==> config.mk <==
export PLATFORM = sky130hd
export DESIGN_NAME = vigna_mem_arbiter
export DESIGN_NICKNAME = d
export VERILOG_FILES = /design/src/rtl/vigna_pkg.sv /design/src/rtl/vigna_arb_pick.sv /design/src/rtl/vigna_mem_arbiter.sv
export SDC_FILE = /design/constraint.sdc
export NUM_CORES = 1
export LEC_CHECK = 0
export BUFFER_PORTS_ARGS = -buffer_cell sky130_fd_sc_hd__buf_2
export CAP_MARGIN = 0
export CORE_AREA = 2 2 119 121
export CTS_BUF_LIST = sky130_fd_sc_hd__clkbuf_4 sky130_fd_sc_hd__clkbuf_8
export CTS_CLUSTER_DIAMETER = 60
export DETAILED_ROUTE_END_ITERATION = 7
export DIE_AREA = 0 0 121 123
export GPL_TIMING_DRIVEN = 1
export PLACE_DENSITY_LB_ADDON = 0.3
export RECOVER_POWER = 25
export REMOVE_ABC_BUFFERS = 1
export SYNTH_ARGS = -nofsm -noshare
export SYNTH_HDL_FRONTEND = slang
export SYNTH_SLANG_ARGS = --single-unit
==> constraint.sdc <==
create_clock -name clk -period 5.1 [get_ports clk]
set_input_delay 0.765 -clock clk [delete_from_list [all_inputs] [get_ports clk]]
set_output_delay 0.765 -clock clk [all_outputs]
set_load 0.005 [all_outputs]
==> src/rtl/vigna_pkg.sv <==
// vigna_pkg: shared state, grant and mode encodings for the vigna memory arbiter.
package vigna_pkg;
   typedef enum logic [1:0] {
      ARB_IDLE  = 2'd0,
      ARB_IBUSY = 2'd1,
      ARB_DBUSY = 2'd2
   } arb_state_t;
   localparam logic GNT_I = 1'b0;
   localparam logic GNT_D = 1'b1;
   localparam int ARB_FIXED = 0;
   localparam int ARB_RR = 1;
endpackage

==> src/rtl/vigna_arb_pick.sv <==
// vigna_arb_pick: combinational 2-way picker; mode=1 hands a tie to the port not granted last.
module vigna_arb_pick
   import vigna_pkg::*;
(
   input  logic req_i,
   input  logic req_d,
   input  logic last_grant,
   input  logic mode,
   output logic gnt_valid,
   output logic gnt_sel
);
   assign gnt_valid = req_i | req_d;
   assign gnt_sel = (req_i & req_d) ? (mode ? ~last_grant : GNT_D) : (req_d ? GNT_D : GNT_I);
endmodule

==> src/rtl/vigna_mem_arbiter.sv <==
// vigna_mem_arbiter: merges instruction and data ports onto one valid/ready memory port,
// with an optional watchdog that aborts hung transactions and records a sticky bus error.
module vigna_mem_arbiter
   import vigna_pkg::*;
#(
   parameter int ARB_MODE = 1,
   parameter int TIMEOUT  = 256
) (
   input  logic        clk,
   input  logic        resetn,
   input  logic        i_valid,
   output logic        i_ready,
   input  logic [31:0] i_addr,
   output logic [31:0] i_rdata,
   input  logic        d_valid,
   output logic        d_ready,
   input  logic [31:0] d_addr,
   input  logic [31:0] d_wdata,
   input  logic [3:0]  d_wstrb,
   output logic [31:0] d_rdata,
   output logic        m_valid,
   input  logic        m_ready,
   output logic [31:0] m_addr,
   output logic [31:0] m_wdata,
   output logic [3:0]  m_wstrb,
   input  logic [31:0] m_rdata,
   output logic        bus_err,
   output logic [31:0] bus_err_addr
);
   localparam int TW = (TIMEOUT > 0) ? $clog2(TIMEOUT + 1) : 1;
   localparam logic [TW-1:0] TMAX = TW'((TIMEOUT > 0) ? TIMEOUT - 1 : 0);

   arb_state_t    r_state, w_next;
   logic          r_m_valid, r_last, r_bus_err;
   logic [31:0]   r_m_addr, r_m_wdata, r_bus_err_addr;
   logic [3:0]    r_m_wstrb;
   logic [TW-1:0] r_timer;
   logic          w_gnt_valid, w_gnt_sel, w_busy, w_expire, w_done, w_grant;

   vigna_arb_pick u_pick (
      .req_i      (i_valid),
      .req_d      (d_valid),
      .last_grant (r_last),
      .mode       (ARB_MODE == ARB_RR),
      .gnt_valid  (w_gnt_valid),
      .gnt_sel    (w_gnt_sel)
   );

   assign w_busy   = r_state != ARB_IDLE;
   assign w_grant  = !w_busy && w_gnt_valid;
   // Ready on the expiry cycle wins over the abort.
   assign w_expire = (TIMEOUT > 0) && w_busy && !m_ready && r_timer == TMAX;
   assign w_done   = w_busy && (m_ready || w_expire);

   always_ff @(posedge clk) begin
      if (!resetn) r_state <= ARB_IDLE;
      else r_state <= w_next;
   end

   always_comb begin
      w_next = !w_busy ? (w_gnt_valid ? (w_gnt_sel == GNT_D ? ARB_DBUSY : ARB_IBUSY) : ARB_IDLE)
                       : (w_done ? ARB_IDLE : r_state);
   end

   always_comb begin
      i_ready = (r_state == ARB_IBUSY) && (m_ready || w_expire);
      d_ready = (r_state == ARB_DBUSY) && (m_ready || w_expire);
   end

   always_ff @(posedge clk) begin
      if (!resetn) begin
         r_m_valid      <= 1'b0;
         r_m_addr       <= '0;
         r_m_wdata      <= '0;
         r_m_wstrb      <= '0;
         r_last         <= GNT_I;
         r_timer        <= '0;
         r_bus_err      <= 1'b0;
         r_bus_err_addr <= '0;
      end else if (w_grant) begin
         r_m_valid <= 1'b1;
         r_m_addr  <= (w_gnt_sel == GNT_D) ? d_addr : i_addr;
         r_m_wdata <= (w_gnt_sel == GNT_D) ? d_wdata : '0;
         r_m_wstrb <= (w_gnt_sel == GNT_D) ? d_wstrb : '0;
         r_last    <= w_gnt_sel;
         r_timer   <= '0;
      end else if (w_done) begin
         r_m_valid <= 1'b0;
         if (w_expire) begin
            r_bus_err <= 1'b1;
            if (!r_bus_err) r_bus_err_addr <= r_m_addr;
         end
      end else if (w_busy) begin
         r_timer <= r_timer + TW'(1);
      end
   end

   assign m_valid      = r_m_valid;
   assign m_addr       = r_m_addr;
   assign m_wdata      = r_m_wdata;
   assign m_wstrb      = r_m_wstrb;
   assign bus_err      = r_bus_err;
   assign bus_err_addr = r_bus_err_addr;
   assign i_rdata      = m_rdata;
   assign d_rdata      = m_rdata;
endmodule

-- After elaboration in Yosys (flattened, before gate mapping)
Cells that the tools add are included.
- register bits after elaboration: 114
- input port bits: 137
- output and inout port bits: 168
- word-level logic and storage cells: 47
- add/subtract/negate cells: 1
- eq/ne operators: 4
- muxes and demuxes: 11
- bitwise logic cells: 7
- reduce and logical (&&, ||, !) cells: 15
- operators with widths (cell ; count):
    $mux W32 ; 2
    $add A9 B1 Y9 const B ; 1
    $eq A9 B8 Y1 const B ; 1
    $mux W2 ; 4
    $logic_and A1 B1 Y1 ; 6
    $not A1 Y1 ; 5
    $mux W1 ; 4
    $mux W4 ; 1
    $reduce_and A4 Y1 ; 1
    $reduce_bool A2 Y1 ; 2
    $reduce_and A3 Y1 ; 1
    $eq A2 B1 Y1 const B ; 1
    $eq A2 B2 Y1 const B ; 1
    $logic_not A1 Y1 ; 2
    $ne A2 B1 Y1 const B ; 1
    $reduce_and A2 Y1 ; 1
    $reduce_or A2 Y1 ; 1
    $and A1 B1 Y1 ; 1
    $logic_or A1 B1 Y1 ; 1
    $or A1 B1 Y1 ; 1

-- Depth between registers and ports, before layout
- word-level depth: 7
- mapped depth: 9
- gate-level depth less buffers: 7

-- Hierarchy
A second synthesis with hierarchy kept.
- cell total of the unflattened synthesis: 527
- area total of the unflattened synthesis: 5032.3 um^2
- modules (own cells, without submodules) (module ; times used ; cells each ; area an instance (um^2)):
    vigna_mem_arbiter ; 1 ; 524 ; 5016.1
    vigna_arb_pick ; 1 ; 3 ; 16.3

-- Least setup slack after synthesis
Ideal clock, no wire load.
- path type: flip-flop to output port
- from: reg r_timer[0]
- to: out d_ready
- data arrival time: 1.243 ns
- required time: 4.335 ns
- setup slack: 3.092 ns
- cell stages (with the launch flop): 7
- buffers on the path: 0
- cells stage by stage: dfxtp_1 > ha_1 > nand2_1 > nor3_1 > ha_1 > nor2_1 > nor3b_1
- cells in the longest elaborated chain, start to end: 4
- ends and longest elaborated chain (item ; RTL line ; RTL):
    start, declared ; vigna_mem_arbiter.sv:37 ; logic [TW-1:0] r_timer;
    start signal, assigned ; vigna_mem_arbiter.sv:94 ; r_timer <= r_timer + TW'(1);
    $eq A9 B8 Y1 ; vigna_mem_arbiter.sv:52 ; assign w_expire = (TIMEOUT > 0) && w_busy && !m_ready && r_timer == TMAX;
    $logic_and A1 B1 Y1 ; vigna_mem_arbiter.sv:52 ;
    $logic_or A1 B1 Y1 ; vigna_mem_arbiter.sv:67 ; d_ready = (r_state == ARB_DBUSY) && (m_ready || w_expire);
    $logic_and A1 B1 Y1 ; vigna_mem_arbiter.sv:67 ;
    end, declared ; vigna_mem_arbiter.sv:16 ; output logic d_ready,
No other way between the ends.

-- Worst setup path in the final report
Ends and elaborated chain as after synthesis.

==> impl_metrics.csv <==
group,metric,value,unit
clock_tree,hold_buffers,0,
timing,rsz0062_at_grt,"false",
logic_synthesis,synth.area.mux_share,0.595,%
logic_synthesis,synth_fa_ha_area_share,0.496,%
logic_synthesis,yosys.area_share.simple,13.8,%
power,p_int,1.56,mW
power,pwr-share-seq,45.7,%
global_routing,use_met2,33.6,%
logic_synthesis,synthFlopType,"dfxtp_1",
critical_path,cp-start-kind,"register",
logic_synthesis,synth_top_cell_area_share,45.2,%
placement,port_buffers,208,
logic_synthesis,synth_top_family_by_area,"compound AO/OA/AOI/OAI gates",
drt,finalWirelength,17700,um
power,switchingPower,0.586,mW
power,power.density,354,nW/um^2
logic_synthesis,synth_area,5050,um^2
power,p_sw_share,27.4,%
timing,slew_violations,0,
drt,wl_per_cell,21.1,um
critical_path,crit_type,"reg -> out",
clock_tree,cts_buffers,17,
clock_tree,postCtsSetupRepairBufs,0,
timing,setup_violations,0,
logic_synthesis,postSynth.asyncResetShare,0,%
global_routing,grt.met1_usage,28.3,%
logic_synthesis,ys_ff_latch,114,
drt,viasPerCell,5.74,
clock_tree,cts-root-buf,"clkbuf_8",
clock_tree,clkTransAtPathRegs,80,ps
logic_synthesis,synth_cell_types,38,
run_status,status,"finished clean",
placement,dpl.cell_count,807,
logic_synthesis,yosysTopAreaCell,"dfxtp_1",
clock_tree,cts_tree,"yes",
drt,drt_iter0_markers,316,
drt,firstDrtPassIters,6,
cells_and_area,final_cell_mix,"buf_2, dfxtp_1, nand4_1, a21oi_1, a22o_1",
clock_tree,clkSinkCount,114,
floorplan,pin_count,305,
logic_synthesis,avgSynthCellArea,9.38,um^2
logic_synthesis,synth-edff-count,0,
placement,gp_congestion,0.781,
global_routing,grt_pass1_vias,4549,
floorplan,core_area,13600,um^2
hold_path,hp-class,"reg -> reg",
clock_tree,htree_num_levels,4,
cells_and_area,drive_gt1_share,38.2,%
timing,finalCritPeriodShare,54.4,%
clock_tree,worst_skew_pair.late_latency,430,ps
global_routing,grt_pass1_wl,26000,um
timing,hold_viol,0,
timing,tightest_slew,1170,ps
floorplan,num_rows,43,
floorplan,die_x,121,um
critical_path,arrival,2010,ps
floorplan,start_util,37.1,%
timing,finalSetupTns,0,ps
critical_path,path_max_fanout,8,
cells_and_area,nNetsFinal,785,
clock_tree,clockBufferDepth,2,
cells_and_area,areaGrowthSynthToFinish,20.0,%
clock_tree,ctsResizeCount,0,
power,max-vdd-ir-drop,0.000151,V
critical_path,required,4340,ps
cells_and_area,num_antenna_cells,0,
logic_synthesis,syn_inst,538,
timing,max_slew_margin,22.2,%
cells_and_area,final_cells,839,
cells_and_area,layout_commonest_cell,"buf_2",
global_routing,grt_overflow,0,
logic_synthesis,ys_warn_count,0,
drt,ant_nets,0,
power,clkPwrFrac,41.4,%
global_routing,met3_usage,14.6,%
global_routing,grt_start_max_net_pins,98,
drt,vias,4815,
placement,post-dp-hpwl,12000,um
power,pwr-share-comb,12.9,%
power,leakagePower,2.58,nW
logic_synthesis,synthTopCellsByArea,"dfxtp_1, buf_4, a22o_1, nand4_1, o31ai_1",
timing,fmax,0.360,GHz
logic_synthesis,synth_compound_area_share,24.4,%
global_routing,grt_usage,23.1,%
logic_synthesis,synth_xor_area_share,0,%
global_routing,grt-busiest-layer,"met2",
logic_synthesis,synth-seq-area-share,45.2,%
timing,finClkSkew,15.7,ps
drt,drc,0,
job,maxCapViolCount,0,
critical_path,endpoint_kind,"primary output",
critical_path,r2r_setup_slack,2350,ps
timing,period_minus_slack,2770,ps
floorplan,fp.dieH,123,um
global_routing,antenna_found_initial,1,
floorplan,die_area,14900,um^2
cells_and_area,fillerInstances,1338,
timing,fin_hold_ws,471,ps
path summary, 6_finish.rpt:
check	end	depth (start not counted)	startpoint
min	bus_err_addr[16]	2	bus_err_addr[16]
min reg2reg	bus_err_addr[16]	2	bus_err_addr[16]
max	d_ready	7	r_timer[0]
max reg2reg	m_addr[18]	3	r_state[0]
kinds of logic after synthesis:
kind of cell,Yosys count
buf+inv,132
flops,114
fa+ha+maj,2
simple gates,112
compound gates,175
mux,3
worst max-delay path, stage by stage, from the launching register on:
cell and delay (ps):
dfxtp_1 340, ha_1 230, nand2_1 100, nor3_1 60, ha_1 210, nor2_1 410, nor3b_1 90, buf_2 160
synthesized netlist by cell type, types with 3 or more instances:
| cell type | number |
|---|---|
| dfxtp_1 | 114 |
| buf_4 | 64 |
| nand4_1 | 50 |
| clkbuf_1 | 41 |
| a21oi_1 | 39 |
| a22o_1 | 36 |
| o31ai_1 | 35 |
| nand3_1 | 21 |
| o21ai_0 | 20 |
| a31oi_1 | 17 |
| and4_1 | 16 |
| buf_2 | 16 |
| a221o_1 | 15 |
| nor2_1 | 7 |
| inv_1 | 6 |
| o211ai_1 | 6 |
| buf_6 | 3 |
| mux2i_1 | 3 |
| nor4_1 | 3 |
| or4_1 | 3 |
area by class of cell:
type                    count  area (um^2)  share of cell area (%)
clock buffers              22          303                    5.00
clock inverters            10          123                    2.03
inverters                   7         26.3                   0.434
multi-input cells         292         2010                    33.2
flip-flops and latches    114         2280                    37.7
well taps                 180          225                    3.72
repair buffers            214         1080                    17.9
flip-flops by register name, summed over array words and instances, names as in the netlist:
register      count
r_state           2
r_last            1
m_wdata          32
m_valid           1
r_timer           9
bus_err_addr     32
m_addr           32
bus_err           1
m_wstrb           4
per-stage QoR:
step | power (mW) | instance area [um^2] | utilization (%) | setup slack (ps)
after floorplan | 1.12 | 4290 | - | 599
after global placement | 1.26 | 5630 | 41.3 | 1910
after detailed placement | 1.27 | 5630 | 41.3 | 1720
after CTS | 2.16 | 6050 | 44.5 | 2180
after global routing | 2.23 | 6050 | 44.5 | 2080
final | 2.14 | 6050 | 44.5 | 2330
metal layers:
metal  vias up  wire (um)
met5         -         66
met4         4        143
met3        19       2540
met2       307       7560
met1      2275       7370
li1       2210          -
power by group through the flow:
stage / sequential, mW / combinational, mW / clock, mW
6_report: 0.979 / 0.275 / 0.887
5_1_grt: 0.985 / 0.304 / 0.943
4_1_cts: 0.978 / 0.276 / 0.909
3_5_place_dp: 0.998 / 0.275 / 0
3_3_place_gp: 0.997 / 0.268 / 0
2_1_floorplan: 0.995 / 0.126 / 0
(Power assumes the default switching activity.)
